<file path="src/rtl/flow_tuple_writer.sv">
// Packet-generator traffic source: emits {five-tuple, length} words into the
// tuple FIFO, cycling source address/port over N flows and sweeping the length.
module flow_tuple_writer #(
  parameter int PKT_TUPLE_WIDTH = 104,
  parameter int PKT_LEN_WIDTH   = 16,
  parameter int FLOW_CNT_WIDTH  = 16,
  parameter int PKT_CNT_WIDTH   = 32
) (
  input  logic                                     clk,
  input  logic                                     resetn,
  input  logic                                     cfg_start,
  input  logic                                     cfg_stop,
  input  logic [PKT_TUPLE_WIDTH-1:0]               cfg_base_tuple,
  input  logic [FLOW_CNT_WIDTH-1:0]                cfg_num_flows,
  input  logic [PKT_LEN_WIDTH-1:0]                 cfg_len_min,
  input  logic [PKT_LEN_WIDTH-1:0]                 cfg_len_max,
  input  logic [PKT_LEN_WIDTH-1:0]                 cfg_len_step,
  input  logic [PKT_CNT_WIDTH-1:0]                 cfg_pkt_count,
  output logic [PKT_TUPLE_WIDTH+PKT_LEN_WIDTH-1:0] fifo_data_out,
  output logic                                     fifo_wr_en,
  input  logic                                     fifo_nearly_full,
  output logic                                     busy,
  output logic                                     done,
  output logic [PKT_CNT_WIDTH-1:0]                 pkts_sent
);

  typedef enum logic [1:0] {ST_IDLE, ST_RUN, ST_DONE} state_t;

  state_t                     state;

  logic [PKT_TUPLE_WIDTH-1:0] run_base;
  logic [FLOW_CNT_WIDTH-1:0]  run_num_flows;
  logic [PKT_LEN_WIDTH-1:0]   run_len_min;
  logic [PKT_LEN_WIDTH-1:0]   run_len_max;
  logic [PKT_LEN_WIDTH-1:0]   run_len_step;
  logic [PKT_CNT_WIDTH-1:0]   run_pkt_count;

  logic [FLOW_CNT_WIDTH-1:0]  flow_idx;
  logic [PKT_LEN_WIDTH-1:0]   cur_len;

  logic [PKT_LEN_WIDTH:0]     len_sum;
  logic [PKT_LEN_WIDTH-1:0]   len_next;
  logic [FLOW_CNT_WIDTH-1:0]  flow_next;
  logic [31:0]                src_ip;
  logic [15:0]                src_port;
  logic [PKT_TUPLE_WIDTH-1:0] tuple_cur;
  logic                       count_ok;
  logic                       count_hit;

  // Length sum is one bit wider so a 16-bit overflow also falls back to len_min.
  always_comb begin
    len_sum = {1'b0, cur_len} + {1'b0, run_len_step};
    if ((run_len_min > run_len_max) || (run_len_step == '0))
      len_next = run_len_min;
    else if (len_sum <= {1'b0, run_len_max})
      len_next = len_sum[PKT_LEN_WIDTH-1:0];
    else
      len_next = run_len_min;
  end

  always_comb begin
    if (flow_idx == run_num_flows - FLOW_CNT_WIDTH'(1))
      flow_next = '0;
    else
      flow_next = flow_idx + FLOW_CNT_WIDTH'(1);
  end

  always_comb begin
    src_ip    = run_base[103:72] + 32'(flow_idx);
    src_port  = run_base[39:24] + 16'(flow_idx);
    tuple_cur = {src_ip, run_base[71:40], src_port, run_base[23:0]};
  end

  assign count_ok  = (run_pkt_count == '0) || (pkts_sent < run_pkt_count);
  assign count_hit = !count_ok;

  always_ff @(posedge clk) begin
    if (!resetn) begin
      state         <= ST_IDLE;
      run_base      <= '0;
      run_num_flows <= FLOW_CNT_WIDTH'(1);
      run_len_min   <= '0;
      run_len_max   <= '0;
      run_len_step  <= '0;
      run_pkt_count <= '0;
      flow_idx      <= '0;
      cur_len       <= '0;
      fifo_wr_en    <= 1'b0;
      fifo_data_out <= '0;
      busy          <= 1'b0;
      done          <= 1'b0;
      pkts_sent     <= '0;
    end else begin
      case (state)
        ST_IDLE: begin
          fifo_wr_en <= 1'b0;
          done       <= 1'b0;
          if (cfg_start) begin
            run_base      <= cfg_base_tuple;
            run_num_flows <= (cfg_num_flows == '0) ? FLOW_CNT_WIDTH'(1) : cfg_num_flows;
            run_len_min   <= cfg_len_min;
            run_len_max   <= cfg_len_max;
            run_len_step  <= cfg_len_step;
            run_pkt_count <= cfg_pkt_count;
            flow_idx      <= '0;
            cur_len       <= cfg_len_min;
            pkts_sent     <= '0;
            busy          <= 1'b1;
            state         <= ST_RUN;
          end
        end

        ST_RUN: begin
          if (cfg_stop || count_hit) begin
            fifo_wr_en <= 1'b0;
            busy       <= 1'b0;
            done       <= 1'b1;
            state      <= ST_DONE;
          end else if (!fifo_nearly_full) begin
            fifo_wr_en    <= 1'b1;
            fifo_data_out <= {tuple_cur, cur_len};
            pkts_sent     <= pkts_sent + PKT_CNT_WIDTH'(1);
            flow_idx      <= flow_next;
            cur_len       <= len_next;
          end else begin
            fifo_wr_en <= 1'b0;
          end
        end

        ST_DONE: begin
          fifo_wr_en <= 1'b0;
          done       <= 1'b0;
          state      <= ST_IDLE;
        end

        default: begin
          fifo_wr_en <= 1'b0;
          busy       <= 1'b0;
          done       <= 1'b0;
          state      <= ST_IDLE;
        end
      endcase
    end
  end

endmodule

</file>
<file path="config.mk">
export PLATFORM = sky130hd
export DESIGN_NAME = flow_tuple_writer
export DESIGN_NICKNAME = d
export VERILOG_FILES = /design/src/rtl/flow_tuple_writer.sv
export SDC_FILE = /design/constraint.sdc
export NUM_CORES = 1
export LEC_CHECK = 0
export ABC_AREA = 1
export CAP_MARGIN = 30
export CORE_UTILIZATION = 30
export DETAILED_ROUTE_END_ITERATION = 8
export PLACE_DENSITY = 0.58
export SLEW_MARGIN = 0
export SYNTH_ARGS = -nofsm -noshare
export SYNTH_HDL_FRONTEND = slang
export SYNTH_SLANG_ARGS = --single-unit
</file>
<file path="constraint.sdc">
create_clock -name clk -period 3.8 [get_ports clk]
set_input_delay 0.57 -clock clk [delete_from_list [all_inputs] [get_ports clk]]
set_output_delay 0.57 -clock clk [all_outputs]
set_load 0.05 [all_outputs]
</file>
# == Word-level counts from Yosys, hierarchy flattened ==
# Cells that the tools add are included.
# classes
add_sub_neg,6
n_eq_ne,7
shifts,0
n_reduce_logical,16
bitwise,5
mul,0
div_mod_pow,0
muxes,23
magnitude_cmp,3
# ops
cell,n
two-way mux 16 bit,10
two-way mux 32 bit,3
one-hot mux 16 bit (2 select lines),2
one-hot mux 32 bit (2 select lines),1
"adder 32 x 1 -> 32 bit, second input constant",1
adder 32 x 16 -> 32 bit,1
logical NOT 16 bit,2
logical NOT 32 bit,1
< comparator 32 bit,1
adder 16 x 16 -> 17 bit,1
less-or-equal comparator 17 x 16 -> 1 bit,1
"adder 16 x 1 -> 16 bit, second input constant",1
adder 16 bit,1
== test 16 bit,1
> comparator 16 bit,1
"subtractor 16 x 1 -> 16 bit, second input constant",1
"inequality test 2 bit, second input constant",4
AND reduction 2 bit,3
AND reduction 3 bit,2
NOT 1 bit,5
two-way mux 2 bit,2
one-hot mux 2 bit (2 select lines),1
AND reduction 4 bit,1
logical OR 1 bit,3
8 further kinds,10
# word_totals
word_cells,74
input_bits,205
output_inout_bits,155
reg_bits,389
n_memories,0
mem_bits_rw,0
rom_bits,0
latchBits,0

# == Depth between registers and ports, before layout ==
# Gate-level depths: netlist of run 1.
# depth
word_depth,7
ltp_mapped,27
ltp_nobuf,26

# == Worst setup path before layout of run 1 ==
# OpenSTA, ideal clock, no wires.
# synth_path
path_type,register to register
start,reg run_len_step[0]
end,reg cur_len[7]
setup_time_ns,0.112
n_path_buf,1
path_slack_ns,0.674
stages_incl_launch_ff,26
arrival_time_ns,3.014
required_ns,3.688
period_less_slack_ns,3.126
path_cell_list,dfxtp_1 > ha_1 > fa_1 > nand2_1 > nand2_1 > nand2_1 > o21ai_2 > a31oi_1 > xor2_1 > inv_1 > ha_1 > nand2_1 > nand2_1 > nand2_1 > nand2_1 > nand2_1 > nand2_1 > a21oi_1 > a21oi_1 > nor2_4 > buf_6 > nand2_1 > nand2_1 > nor2_1 > nor2_1 > nor2_1
# synth_via
elab_chain_cells,7
elab_cells_between_ends,9
classes_between,add/sub: 1; order compare: 1; mux: 5; reduce/logical: 2
# synth_rtl
element,line,source
"start, declared",35,logic [PKT_LEN_WIDTH-1:0] run_len_step;
"start signal, assigned",103,run_len_step <= cfg_len_step;
adder 16 x 16 -> 17 bit,52,"len_sum = {1'b0, cur_len} + {1'b0, run_len_step};"
less-or-equal comparator 17 x 16 -> 1 bit,55,"else if (len_sum <= {1'b0, run_len_max})"
two-way mux 16 bit,55,
two-way mux 16 bit (*),53,if ((run_len_min > run_len_max) || (run_len_step == '0))
two-way mux 16 bit (*),119,end else if (!fifo_nearly_full) begin
two-way mux 16 bit (*),114,if (cfg_stop || count_hit) begin
one-hot mux 16 bit (2 select lines) (*),94,case (state)
"end signal, assigned",106,cur_len <= cfg_len_min;
"end signal, assigned",124,cur_len <= len_next;
"end, declared",39,logic [PKT_LEN_WIDTH-1:0] cur_len;
# Mark *: on every way between the ends. The rest lies on a longest branch, timed or not. The select of a mux whose other input is x is not followed.
# A chain may end at the register's enable or synchronous reset.

# == Final worst setup path of run 1 ==
# layout_path
start,reg run_len_step[0]
end,reg cur_len[11]
# The elaborated chain is that of the path after synthesis.

==> results.txt, run 1 <==
By count the netlist is led by nand2_1 (566), nor2_1 (495), dfxtp_1 (389), a21oi_1 (307), nand3_1 (241). The gate count of the mapped netlist came out at 3008. After filler insertion, the fill cell instance count of the layout stands at 7230. In the synthesized netlist, mux cells make up 0% of the area. Of the total synthesized cell area, the portion taken by AND, OR, NAND and NOR gates is 29.11%. The largest total area in the synthesized netlist belongs to dfxtp_1.

The netlist uses 44 different library cells. For this run, the register share of the synthesized area comes to 37.48%. TritonCTS built the clock tree.

The post-detailed-route count of antenna-violating nets is 0. The longest clock path from root to sink contains 3 buffers. During I/O placement, the number of pins put on the boundary was 360. In the final layout, the multi-input gates occupy 11360 sq um. The max-slew headroom at the worst pin came out at 47.73%.

Counting the buffers created by CTS gives 48. Across all hold checks on the routed design, the worst slack comes to 0.3718 ns. At the pin with the least slew margin, the transition time is 0.7841 ns. The total die area came out at 70320 sq um. The via count of the first global-routing pass is 19191.

The routed via count came out at 20251. The type of the worst setup path is reg2reg. Including well taps, the total number of placed cells is 4177.

For the worst setup path, the data arrival time is 3.90 ns. The tool flagged a number of max-cap violations equal to 0. The area of the core came out at 68590 sq um. The final critical-path share of the clock period is 90.42%. The complex-gate fraction of the synthesized area is 13.84%. The placed cell area is 25230 sq um. The cell with the most instances after synthesis is nand2_1.

The die boundary height came out at 265.2 um. By area the synthesized netlist is led by dfxtp_1 (37%), nand2_1 (10%), nor2_1 (8.9%). The class of the tightest hold or removal check is in2reg.

The final setup violation count came out at 0. The worst setup path is captured at a flip-flop. A synthesized cell averages 6.907 sq um. The count of routing violations after the opening detailed-route iteration came out at 1506. The sum of negative setup slack came out at 0 ns. The synthesis-stage register bit count is 389.

The share of synthesized flip-flops with an asynchronous set or reset came out at 0%. The share of final-layout standard cells stronger than drive strength 1 came out at 5.189%. The number of nets handed over by synthesis was 3329. The effective utilization at floorplan is 30.29%.

The top cell type by area accounts for 37.48% of the synthesized area. After detailed routing, the average wire length per cell comes to 16.35 um. The quantity of I/O buffers inserted on ports is 359. The area share of xor/xnor cells in the synthesized design is 4.492%. During synthesis, Yosys emitted a total of 0 warnings. The clock insertion delay at the later pin of the skew report is 0.59 ns. The total clock sinks is 389. Setup repair after global routing left no endpoint under its margin. Between clock sinks in the finished design, the worst skew comes to 0.02839 ns. The clock transition at the registers of the reported paths came out at 0.06 ns. Summing the areas of all fa, ha and maj instances in the mapped netlist gives 7.094% of the synthesized area. The minimum period implied by the final worst setup slack came out at 3.436 ns. The element type at the critical path start is a flip-flop.

The power density over cell area came out at 449.0 nW/um^2. The standard-cell row count is 96. In this run, synthesis inferred 0 flip-flops with an integrated enable. The top fanout value on the critical path is 8.

The final number of hold-violating endpoints came out at 0. The number of detailed-routing iterations run before antenna repair came out at 6. The count of cells in the finished layout, fillers not included, comes to 4267.

The H-tree was split into 2 levels. The post-CTS setup buffer count came out at 0. The initial antenna violation count is 4. The sequential standard cell area came out at 7787 sq um.

Global routing consumed, over all layers together, 19.45% of the routing resources. The final design instance area without fill is 27010 sq um. The post-DP HPWL is 50290 um. The max-slew violation total from the final report came to 0. The total number of nets in the final design is 3617. The global-route wire length before repair came out at 109000 um. For this run, the top clock speed supported by timing is 291.0 MHz. The wire length after detailed routing is 69780 um. The dominant combinational cell family by area after synthesis is simple AND/OR/NAND/NOR gates. The leakage dissipation came out at 11.07 nW. The flow ran to the end, and the final reports show no timing, DRC or antenna violations.

Global routing finished with a remaining overflow of 0. The worst vdd rail ir drop came out at 294.7 uV. At the end of the flow the core is filled with cells to 39.38%.

After detailed routing, the number of vias per cell comes to 4.746. The layout overhead on the synthesized area is 29.98%. At the end of routability-driven placement, the weighted congestion stood at 0.9200. The cell area that synthesis handed to floorplanning was 20780 sq um. The endpoint required time on the critical path is 4.27 ns. In this run the clock root is driven by a clkbuf_16.

In the synthesized netlist the dominant register cell turns out to be dfxtp_1. The largest net degree at the start of global routing is 108. The number of remaining DRC errors came out at 0.

In this run the horizontal extent of the chip is 265.2 um.
per-layer routing:
layer / track usage [%] / part of all wire (%) / vias to the layer above
met2: 31.41 / 45 / 499
met4: 5.515 / 2.5 / 4
met5: 0 / 0.030 / -
met1: 26.57 / 47 / 9228
li1: - / - / 10430
met3: 3.222 / 5.2 / 90
state kept, by name, summed over array words and instances, names as in the netlist, 32 cells and up:
signal and flops:
run_pkt_count 32, pkts_sent 32, fifo_data_out 120, run_base 104
worst paths after layout:
check	startpoint	to	slack, ns	depth (start not counted)
hold / removal	resetn	cur_len[0]$_SDFFE_PN0P_	0.37	3
setup / recovery	run_len_step[0]$_SDFFE_PN0P_	cur_len[11]$_SDFFE_PN0P_	0.36	25
hold reg to reg	fifo_data_out[41]$_SDFFE_PN0P_	fifo_data_out[41]$_SDFFE_PN0P_	0.44	2
setup reg to reg	run_len_step[0]$_SDFFE_PN0P_	cur_len[11]$_SDFFE_PN0P_	0.36	25
area by class of cell:
type                            instances  area share [%]
Clock inverter                         30           1.710
Timing Repair Buffer                  398           14.86
Sequential cell                       389           28.84
Clock buffer                           58           4.772
Inverter                              245           3.433
Multi-Input combinational cell       2214           42.06
Antenna cell                            2         0.01853
Tap cell                              931           4.313
layout by cell type (no fill, tap or decap), drive strengths merged, types with 6 or more instances in the layout:
cell type	n
ha	113
nand3	254
a211oi	6
buf	40
nand4	36
clkinv	15
bufinv	11
dfxtp	389
nor4	18
a21oi	307
clkbuf	58
nor3	32
o21ai	232
clkdlybuf4s50	358
xor2	80
inv	245
xnor2	24
nand2	576
nor2	504
through the flow:
step | setup WS, ns | total power [mW]
after global routing | 0.006573 | 12.79
after CTS | 0.2626 | 12.25
after detailed placement | 0.3271 | 7.107
after floorplan | 0.6739 | 6.269
final | 0.3639 | 12.13
after global placement | 0.3563 | 7.093
worst max-delay path, stage by stage (launching register included):
cell	delay (ns)
dfxtp_1	0.33
ha_1	0.25
fa_1	0.39
nand2_1	0.09
nand2_1	0.07
nand2_2	0.10
o21ai_2	0.10
a31oi_1	0.21
xor2_1	0.20
inv_1	0.07
ha_1	0.29
nand2_1	0.07
nand2_1	0.04
nand2_1	0.05
nand2_1	0.05
nand2_1	0.05
nand2_1	0.06
a21oi_2	0.14
a21oi_1	0.11
nor2_4	0.15
buf_4	0.18
nand2_1	0.06
nand2_1	0.05
nor2_1	0.05
nor2_1	0.11
nor2_1	0.05
logic make-up (layout without fill, tap and decap cells):
logic type / Yosys count / after routing
other: 0 / 2
AND/OR/NAND/NOR: 1431 / 1431
XOR/XNOR: 105 / 105
flip-flops: 389 / 389
adder cells (fa/ha/maj): 116 / 116
AO/OA/AOI/OAI: 562 / 562
buffers and inverters: 405 / 731
report_power, final:
part / switching [mW] / leakage (nW) / internal, mW
clock network: 1.91 / 0.852 / 3.17
logic: 1.54 / 7.03 / 0.943
registers: 0.222 / 3.19 / 4.34
timing repair:
| action | 4_1_cts | 5_1_grt |
|---|---|---|
| hold buffers | 0 | 0 |
| endpoints found under the setup margin | 0 | 10 |
| gates resized for setup | 0 | 5 |
Note: power is estimated with default switching activity, not from simulation.
==> run 2: changes to the inputs <==
--- a/config.mk
+++ b/config.mk
@@ -7,9 +7,10 @@
 export LEC_CHECK = 0
 export ABC_AREA = 1
 export CAP_MARGIN = 30
-export CORE_UTILIZATION = 30
+export CORE_UTILIZATION = 43
 export DETAILED_ROUTE_END_ITERATION = 8
-export PLACE_DENSITY = 0.58
+export PLACE_DENSITY = 0.75
+export REMOVE_ABC_BUFFERS = 1
 export SLEW_MARGIN = 0
 export SYNTH_ARGS = -nofsm -noshare
 export SYNTH_HDL_FRONTEND = slang
==> run 2 against run 1 <==
  * Hold slack got worse by 0.0086 ns
  * Die area fell by 30%
  * Clock-buffer cell count rose by 2
  * Power fell by 7.0%
  * Utilization rose by 16 points
  * Final area fell by 2.8%
  * Routed wire length fell by 11%
  * Register-to-register slack got worse by 0.04 ns
  * Critical path depth fell by 1
  * Worst setup slack got worse by 0.038 ns
  * Sequential power barely moved
  * Critical endpoint is now cur_len[3]$_SDFFE_PN0P_
==> results.txt, run 2 (synthesis gave the netlist of run 1 again) <==
The post-DP HPWL is 43420 um (was 50290 um). The element type at the critical path start is a flip-flop (unchanged). The switching component of the power is 3.502 mW (was 3.668 mW). The minimum period implied by the final worst setup slack came out at 3.474 ns (was 3.436 ns). The via count of the first global-routing pass came out at 19122 (was 19191). The worst vdd rail ir drop came out at 316.6 uV (was 294.7 uV). The final worst slack is 0.3256 ns (was 0.3639 ns). The initial antenna violation count came to 0 (was 4). The total global routing overflow came out at 0 (unchanged). The leakage dissipation was 10.91 nW (was 11.07 nW).

The routed via count is 20360 (was 20251). The top fanout value on the critical path came out at 18 (was 8). The most repeated library cell on the critical path is nand2_1 (unchanged). The effective utilization at floorplan came out at 43.52% (was 30.29%). The worst endpoint data arrival time came out at 3.95 ns (was 3.90 ns). The area of combinational cells with multiple inputs is 11360 sq um (about the same). The max-slew violation total from the final report is 0 (unchanged). The most frequent standard cell in the layout excluding fill and tap cells was nand2_1 (unchanged). The boundary pin count is 360 (unchanged). The cell at the root of the clock tree is clkbuf_16 (unchanged). Status: finished, final reports clean (unchanged).

The placed cell area was 24800 sq um (was 25230 sq um). The standard-cell row count came out at 80 (was 96). The peak per-stage delay on the critical path was 0.35 ns (was 0.39 ns). The number of remaining DRC errors is 0 (unchanged). The class of the tightest hold or removal check is in2reg (unchanged). The portion of total power attributed to combinational logic came out at 21.7% (was 20.4%). The max-slew headroom at the worst pin came to 53.46% (was 47.73%). The cell internal power dissipation came out at 7.779 mW (was 8.458 mW). The total die area is 49200 sq um (was 70320 sq um). The flip-flop count of the largest register after layout came out at 120 (unchanged). The timing-limited maximum frequency came out at 287.8 MHz (was 291.0 MHz).

RSZ-0062 raised after global routing: false (unchanged). The number of fill cells in the layout is 4549 (was 7230). Largest registers: fifo_data_out x120, run_base x104 (unchanged). The nature of the critical path endpoint is a flip-flop (unchanged). The endpoint required time on the critical path is 4.27 ns (about the same). The H-tree depth is 2 (unchanged).

The clock insertion delay at the later pin of the skew report is 0.59 ns (about the same). The CTS buffer count came out at 43 (was 48). The sequential share of power is 40.3% (was 37.7%). The final setup violation count is 0 (unchanged). The global-route wire length before repair is 99240 um (was 109000 um). The final critical-path share of the clock period came out at 91.43% (was 90.42%). The switching portion of total power is 31.05% (was 30.25%). The maximum clock path buffer count is 3 (unchanged).

The total number of nets in the final design is 3607 (was 3617). The quantity of I/O buffers inserted on ports is 359 (unchanged). The wire length after detailed routing came out at 62100 um (was 69780 um). The x dimension of the die is 221.8 um (was 265.2 um).

Most used cells in the layout excluding fill and tap cells: nand2_1 (564), nor2_1 (495), dfxtp_1 (389), clkdlybuf4s50_1 (358), a21oi_1 (307) (was nand2_1 (564), nor2_1 (495), dfxtp_1 (389), clkdlybuf4s50_1 (358), a21oi_1 (306)). The total of max-cap violations came out at 0 (unchanged). The final weighted congestion in routability-driven placement is 0.9707 (was 0.9200). The power density over cell area was 429.7 nW/um^2 (was 449.0 nW/um^2). The clock transition at the registers of the reported paths is 0.06 ns (about the same). The type of the worst setup path was reg2reg (unchanged). The per-cell via count in the routed design came out at 5.175 (was 4.746). The TritonCTS clock tree is built (unchanged).

The count of routing violations after the opening detailed-route iteration came to 1520 (was 1506). The pre-CTS worst setup slack is 0.2646 ns (was 0.3271 ns). The share of final-layout standard cells stronger than drive strength 1 is 4.700% (was 5.189%). The clock share of power is 38.0% (was 41.9%).

The slowest cell on the critical path is ha_1 (was fa_1). The total inserted antenna cells is 0 (was 2). The number of buffers inserted for hold repair after clock tree synthesis came out at 0 (unchanged). The global routing usage summed across all routing layers is 24.71% (was 19.45%). The wire length per cell came out at 15.79 um (was 16.35 um). The critical path goes through ha_1, or2_2, nand2_1, o21ai_0, nand3_1, nand2_1, or2_2, nand2_1, inv_1, ha_1, nand2_1, inv_1, nand4_1, inv_1, nand4_1, inv_1, a21oi_1, nor2_4, buf_8, nand2_1, nand2_1, nor2_1, nor2_1, nor2_1. The sequential standard cell area came out at 7787 sq um (unchanged). The layout overhead on the synthesized area is 26.36% (was 29.98%).

The post-detailed-route count of antenna-violating nets came out at 0 (unchanged). The number of detailed-routing iterations run before antenna repair came out at 8 (was 6). The area of the core is 47750 sq um (was 68590 sq um). The total clock sinks came to 389 (unchanged). The register ranked first by flip-flop count is fifo_data_out (unchanged).

The final number of hold-violating endpoints came out at 0 (unchanged). The largest net degree at the start of global routing was 160 (was 108). The final design instance area without fill is 26260 sq um (was 27010 sq um). The final worst clock skew was 0.03055 ns (was 0.02839 ns). The transition time at the pin with the least slew margin is 0.6981 ns (was 0.7841 ns).

The die boundary height came out at 221.8 um (was 265.2 um).
## run 2: cell count changes in the layout (fill, tap and decap cells not counted), sizes merged
cell      delta
clkinvlp     -2
buf          -5
bufinv       -8
diode        -2
inv          +2
clkbuf       +2
clkinv       -4
## run 2: power by group through the flow
stage                     logic [mW]  registers (mW)  clock network [mW]
after floorplan                 1.50            4.68                   0
after global placement          2.38            4.63                   0
after detailed placement        2.41            4.63                   0
after CTS                       2.43            4.54                4.38
after global routing            2.76            4.58                4.54
final                           2.44            4.55                4.29
## run 2: final cells by class
type,instances,area share [%]
clock buffer,60,4.723
clock inverter,18,0.7768
inverter,245,3.531
multi-input combinational,2214,43.26
sequential,389,29.66
tap,615,2.931
timing repair buffer,393,15.12
## run 2: path summary, 6_finish.rpt
check / startpoint / end / slack (ns) / cells after the start
worst min register to register: fifo_data_out[119]$_SDFFE_PN0P_ / fifo_data_out[119]$_SDFFE_PN0P_ / 0.45 / 2
worst max register to register: run_len_step[2]$_SDFFE_PN0P_ / cur_len[3]$_SDFFE_PN0P_ / 0.33 / 24
worst max-delay path: run_len_step[2]$_SDFFE_PN0P_ / cur_len[3]$_SDFFE_PN0P_ / 0.33 / 24
worst min-delay path: resetn / run_base[22]$_SDFFE_PN0P_ / 0.36 / 3
## run 2: timing repair
item                                    CTS  global route
setup buffers                             0             0
resized for setup                         0             4
endpoints found under the setup margin    0            10
## run 2: per-layer routing
| metal | vias up | routed length, um | track usage (%) |
|---|---|---|---|
| li1 | 10393 | - | - |
| met1 | 9224 | 27250 | 31.34 |
| met2 | 616 | 28650 | 41.23 |
| met3 | 127 | 4064 | 5.076 |
| met4 | 0 | 2127 | 9.252 |
| met5 | - | 0 | 0 |
## run 2: worst max-delay path, delay by kind of cell, from the launching register on
family / cells / cell delay (ns)
AOI/OAI and AO/OA: 2 / 0.24
adders and majority gates: 2 / 0.61
buffers and inverters: 5 / 0.46
DFF: 1 / 0.31
and+or+nand+nor: 15 / 1.72
## run 2: metrics by stage
| step | power, mW | cells | hold slack, ns | utilization [%] | setup TNS [ns] |
|---|---|---|---|---|---|
| 2_1_floorplan | 6.181 | 2848 | 0.4464 | - | -938.51 |
| 3_3_place_gp | 7.011 | 3856 | 0.4310 | 51.94 | 0 |
| 3_5_place_dp | 7.043 | 3856 | 0.4352 | 51.94 | 0 |
| 4_1_cts | 11.35 | 3934 | 0.3434 | 54.96 | 0 |
| 5_1_grt | 11.88 | 3934 | 0.3644 | 54.99 | 0 |
| 6_report | 11.28 | 3934 | 0.3631 | 54.99 | 0 |
==> run 3: changes to the inputs <==
==> config.mk (replaced) <==
export PLATFORM = sky130hd
export DESIGN_NAME = flow_tuple_writer
export DESIGN_NICKNAME = d
export VERILOG_FILES = /design/src/rtl/flow_tuple_writer.sv
export SDC_FILE = /design/constraint.sdc
export NUM_CORES = 1
export LEC_CHECK = 0
export CAP_MARGIN = 30
export CELL_PAD_IN_SITES_DETAIL_PLACEMENT = 0
export CELL_PAD_IN_SITES_GLOBAL_PLACEMENT = 2
export CORE_UTILIZATION = 30
export DETAILED_ROUTE_END_ITERATION = 8
export PLACE_DENSITY = 0.88
export REMOVE_ABC_BUFFERS = 1
export SYNTH_ARGS = -nofsm -noshare
export SYNTH_HDL_FRONTEND = slang
export SYNTH_SLANG_ARGS = --single-unit
==> run 3 against run 2 <==
  * Largest power group is now clock
  * Non-clock buffer count up 57
  * Register-to-register slack worse by 0.83 ns
  * Utilization down 14 points
  * Combinational power down 27%
  * Sequential cell count unchanged
  * Largest cell class unchanged
  * First-iteration DRC count down 52%
  * Critical path depth down 3
  * The flow now finishes with violations (setup timing)
  * Critical path type unchanged
  * Synthesized area down 10%
  * Die area up 28%
  * Critical endpoint is now cur_len[0]$_SDFFE_PN0P_
  * Clock-buffer cell count up 10
  * Clock power up 3%
==> results.txt, run 3 <==
Status: complete, but fails checks (was finished, final reports clean). The final reports fail on setup timing. The x dimension of the die is 251.2 um (was 221.8 um). The final worst slack came out at -0.5073 ns (was 0.3256 ns). The number of remaining DRC errors is 0 (unchanged). The placed cell area is 23380 sq um (was 24800 sq um).

The final worst clock skew is 0.02077 ns (was 0.03055 ns). Most used cells in the layout excluding fill and tap cells: nand2_1 (657), dfxtp_1 (387), a21oi_1 (381), clkdlybuf4s50_1 (358), ha_1 (111) (was nand2_1 (564), nor2_1 (495), dfxtp_1 (389), clkdlybuf4s50_1 (358), a21oi_1 (307)). The complex-gate fraction of the synthesized area is 18.52% (was 13.84%). The clock transition at the registers of the reported paths came out at 0.06 ns (about the same). The wire length after detailed routing came out at 61290 um (was 62100 um). The quantity of I/O buffers inserted on ports came to 359 (unchanged). The clock insertion delay at the later pin of the skew report came out at 0.58 ns (was 0.59 ns). The CTS buffer count is 47 (was 43).

The worst endpoint data arrival time is 4.77 ns (was 3.95 ns). The final number of hold-violating endpoints was 0 (unchanged). The area share of the largest cell type after synthesis was 41.80% (was 37.48%). The post-detailed-route count of antenna-violating nets is 0 (unchanged). The area of the core was 60810 sq um (was 47750 sq um). The total clock sinks is 389 (unchanged). The count of routing violations after the opening detailed-route iteration came out at 729 (was 1520). The flip-flop count of the largest register after layout is 120 (unchanged). The reg-to-reg critical path startpoint is cur_len[0]$_SDFFE_PN0P_ (was run_len_step[2]$_SDFFE_PN0P_). The cell with the most instances after synthesis is nand2_1 (unchanged). The initial antenna violation count is 3 (was 0).

The element type at the critical path start is a flip-flop (unchanged). The synthesized area came out at 18630 sq um (was 20780 sq um). The timing-limited maximum frequency came out at 232.2 MHz (was 287.8 MHz). The predominant post-synthesis flop cell is dfxtp_1 (unchanged). The global-route wire length before repair is 95950 um (was 99240 um).

Largest registers: fifo_data_out x120, run_base x104 (unchanged). The number of detailed-routing iterations run before antenna repair is 5 (was 8). The worst hold slack came out at 0.4511 ns (was 0.3631 ns).

The worst vdd rail ir drop is 324.2 uV (was 316.6 uV). The number of buffers inserted for hold repair after clock tree synthesis came to 0 (unchanged). The final critical-path share of the clock period came out at 113.4% (was 91.43%).

The wire length per cell is 17.21 um (was 15.79 um). The power density over cell area is 421.7 nW/um^2 (was 429.7 nW/um^2). The per-cell via count in the routed design came out at 4.971 (was 5.175). The post-synthesis mux area share is 0.8730% (was 0%).

RSZ-0062 raised after global routing: true (was false). The boundary pin count came out at 360 (unchanged). The total inserted antenna cells is 0 (unchanged). The maximum clock path buffer count is 3 (unchanged). The synthesis-stage register bit count came out at 389 (unchanged). The portion of the post-synthesis area used by sequential elements was 41.80% (was 37.48%).

The area share of and/or/nand/nor cells after synthesis came out at 21.85% (was 29.11%). The worst hold path cell count is 2 (was 3). The worst hold endpoint is fifo_data_out[38]$_SDFFE_PN0P_ (was run_base[22]$_SDFFE_PN0P_). The TritonCTS clock tree is built (unchanged). The routed via count is 17697 (was 20360). The nature of the critical path endpoint is a flip-flop (unchanged). The count of warnings emitted by yosys came out at 0 (unchanged). The endpoint of the lowest-slack register-to-register path is cur_len[0]$_SDFFE_PN0P_ (was cur_len[3]$_SDFFE_PN0P_). The total number of nets in the final design was 3066 (was 3607).

The global routing usage summed across all routing layers was 18.91% (was 24.71%). The adder-cell area share of the yosys netlist came out at 7.911% (was 7.094%). The area share of xor/xnor cells in the synthesized design is 4.795% (was 4.492%). The die boundary height is 251.2 um (was 221.8 um).

The total of max-cap violations is 0 (unchanged). The cell at the root of the clock tree is clkbuf_16 (unchanged). The share of synthesized flip-flops with an asynchronous set or reset came out at 0% (unchanged). The post-DP HPWL is 43070 um (was 43420 um). The via count of the first global-routing pass is 17511 (was 19122). The endpoint required time on the critical path is 4.26 ns (was 4.27 ns).

The type of the worst setup path is reg2reg (unchanged). The layout overhead on the synthesized area is 34.94% (was 26.36%). The share of final-layout standard cells stronger than drive strength 1 is 7.415% (was 4.700%). The count of flip-flops with a built-in enable after synthesis is 0 (unchanged). The minimum period implied by the final worst setup slack was 4.307 ns (was 3.474 ns). The total global routing overflow was 0 (unchanged). The gate count of the mapped netlist came out at 2378 (was 3008). The top cell type by total area after synthesis is dfxtp_1 (unchanged). Ranking of synthesized cells by area: dfxtp_1 (42%), nand2_1 (13%), a21oi_1 (10%) (was dfxtp_1 (37%), nand2_1 (10%), nor2_1 (8.9%)).

The slack of the worst reg-to-reg path is -0.51 ns (was 0.33 ns). The max-slew violation total from the final report came out at 0 (unchanged). The class of the tightest hold or removal check is reg2reg (was in2reg). The most frequent standard cell in the layout excluding fill and tap cells is nand2_1 (unchanged). Cell types with the highest counts after synthesis: nand2_1 (658), dfxtp_1 (389), a21oi_1 (381), clkbuf_1 (119), ha_1 (113) (was nand2_1 (566), nor2_1 (495), dfxtp_1 (389), a21oi_1 (307), nand3_1 (241)). The final design instance area without fill came out at 25140 sq um (was 26260 sq um). The register ranked first by flip-flop count was fifo_data_out (unchanged). The top fanout value on the critical path came out at 8 (was 18). The final setup violation count came out at 16 (was 0). The number of fill cells in the layout is 6205 (was 4549). The hold path startpoint is run_base[22]$_SDFFE_PN0P_ (was resetn).

The leakage dissipation came out at 9.473 nW (was 10.91 nW). The dominant combinational cell family by area after synthesis is simple AND/OR/NAND/NOR gates (unchanged). The effective utilization at floorplan came out at 30.64% (was 43.52%).

The max-slew headroom at the worst pin was 40.98% (was 53.46%). The largest net degree at the start of global routing is 116 (was 160). The number of cell instances on the worst register-to-register path came to 21 (was 24).

The standard-cell row count is 90 (was 80). The number of different library cells in the post-synthesis netlist was 75 (was 44). The pre-CTS worst setup slack came out at -0.8842 ns (was 0.2646 ns). The H-tree depth is 2 (unchanged). The final weighted congestion in routability-driven placement is 0.8368 (was 0.9707). The transition time at the pin with the least slew margin is 0.8853 ns (was 0.6981 ns). The total die area is 63110 sq um (was 49200 sq um).

The post-synthesis area per instance was 7.835 sq um (was 6.907 sq um).
==> run 3: logic make-up (layout without fill, tap and decap cells) <==
logic type,after synthesis,count (layout)
fa+ha+maj,116,116
compound gates,600,600
mux,16,16
buf+inv,207,607
xor+xnor,102,102
flops,389,389
simple gates,948,948
==> run 3: per-stage QoR <==
| step | std cells | util [%] | power [mW] | setup TNS [ns] |
|---|---|---|---|---|
| 3_5_place_dp | 3464 | 38.46 | 6.161 | -13.46 |
| 2_1_floorplan | 2246 | - | 5.434 | -1247.79 |
| 3_3_place_gp | 3464 | 38.46 | 6.133 | -10.60 |
| 5_1_grt | 3560 | 41.35 | 11.12 | -10.51 |
| 6_report | 3560 | 41.35 | 10.60 | -7.594 |
| 4_1_cts | 3551 | 41.13 | 10.70 | -6.624 |
==> run 3: power breakdown <==
group | switching (mW) | internal (mW)
Sequential | 0.133 | 4.26
Clock | 1.78 | 2.65
Combinational | 0.969 | 0.805
Total | 2.88 | 7.72
==> run 3: area by class of cell <==
class / instances / area, sq um / share of cell area (%)
Clock buffer: 70 / 1354 / 5.385
Tap cell: 782 / 978.4 / 3.892
Multi-Input combinational cell: 1782 / 10220 / 40.66
Clock inverter: 12 / 150.1 / 0.5972
Inverter: 75 / 289.0 / 1.150
Sequential cell: 389 / 7792 / 30.99
Timing Repair Buffer: 450 / 4354 / 17.32
==> run 3: worst max-delay path by stage <==
stage,depth (start not counted),start,to
6_report,21,cur_len[0]$_SDFFE_PN0P_,cur_len[0]$_SDFFE_PN0P_
5_1_grt,21,cur_len[0]$_SDFFE_PN0P_,cur_len[9]$_SDFFE_PN0P_
4_1_cts,21,cur_len[0]$_SDFFE_PN0P_,cur_len[0]$_SDFFE_PN0P_
3_5_place_dp,19,run_len_step[0]$_SDFFE_PN0P_,cur_len[0]$_SDFFE_PN0P_
3_3_place_gp,19,run_len_step[0]$_SDFFE_PN0P_,cur_len[0]$_SDFFE_PN0P_
2_1_floorplan,5,cfg_start,cur_len[15]$_SDFFE_PN0P_
==> run 3: metal layers <==
metal / GRT usage (%) / up-vias / wire [um]
met2: 32.24 / 384 / 28990
met5: 0 / - / 43
met3: 4.804 / 82 / 3804
li1: - / 8865 / -
met1: 23.71 / 8360 / 27300
met4: 4.547 / 6 / 1150
==> run 3: critical path: stages (launching register included) <==
cell	delay, ns
dfxtp_4	0.35
ha_4	0.16
fa_2	0.38
a211oi_4	0.24
o21ai_1	0.11
nor2b_4	0.15
a311oi_2	0.28
o31ai_1	0.11
a21oi_1	0.19
xnor2_1	0.19
ha_1	0.31
nand4_1	0.13
buf_4	0.14
nor4_4	0.03
a22oi_1	0.17
nand3_1	0.11
a221oi_2	0.36
o21ai_4	0.18
buf_12	0.18
mux2i_1	0.15
a21oi_1	0.08
a22o_1	0.18
==> run 3: repair_timing <==
item,CTS,global route
gates cloned,0,0
pin swaps,36,20
gates resized for setup,18,12
endpoints found under the setup margin,16,16
buffers inserted,5,9
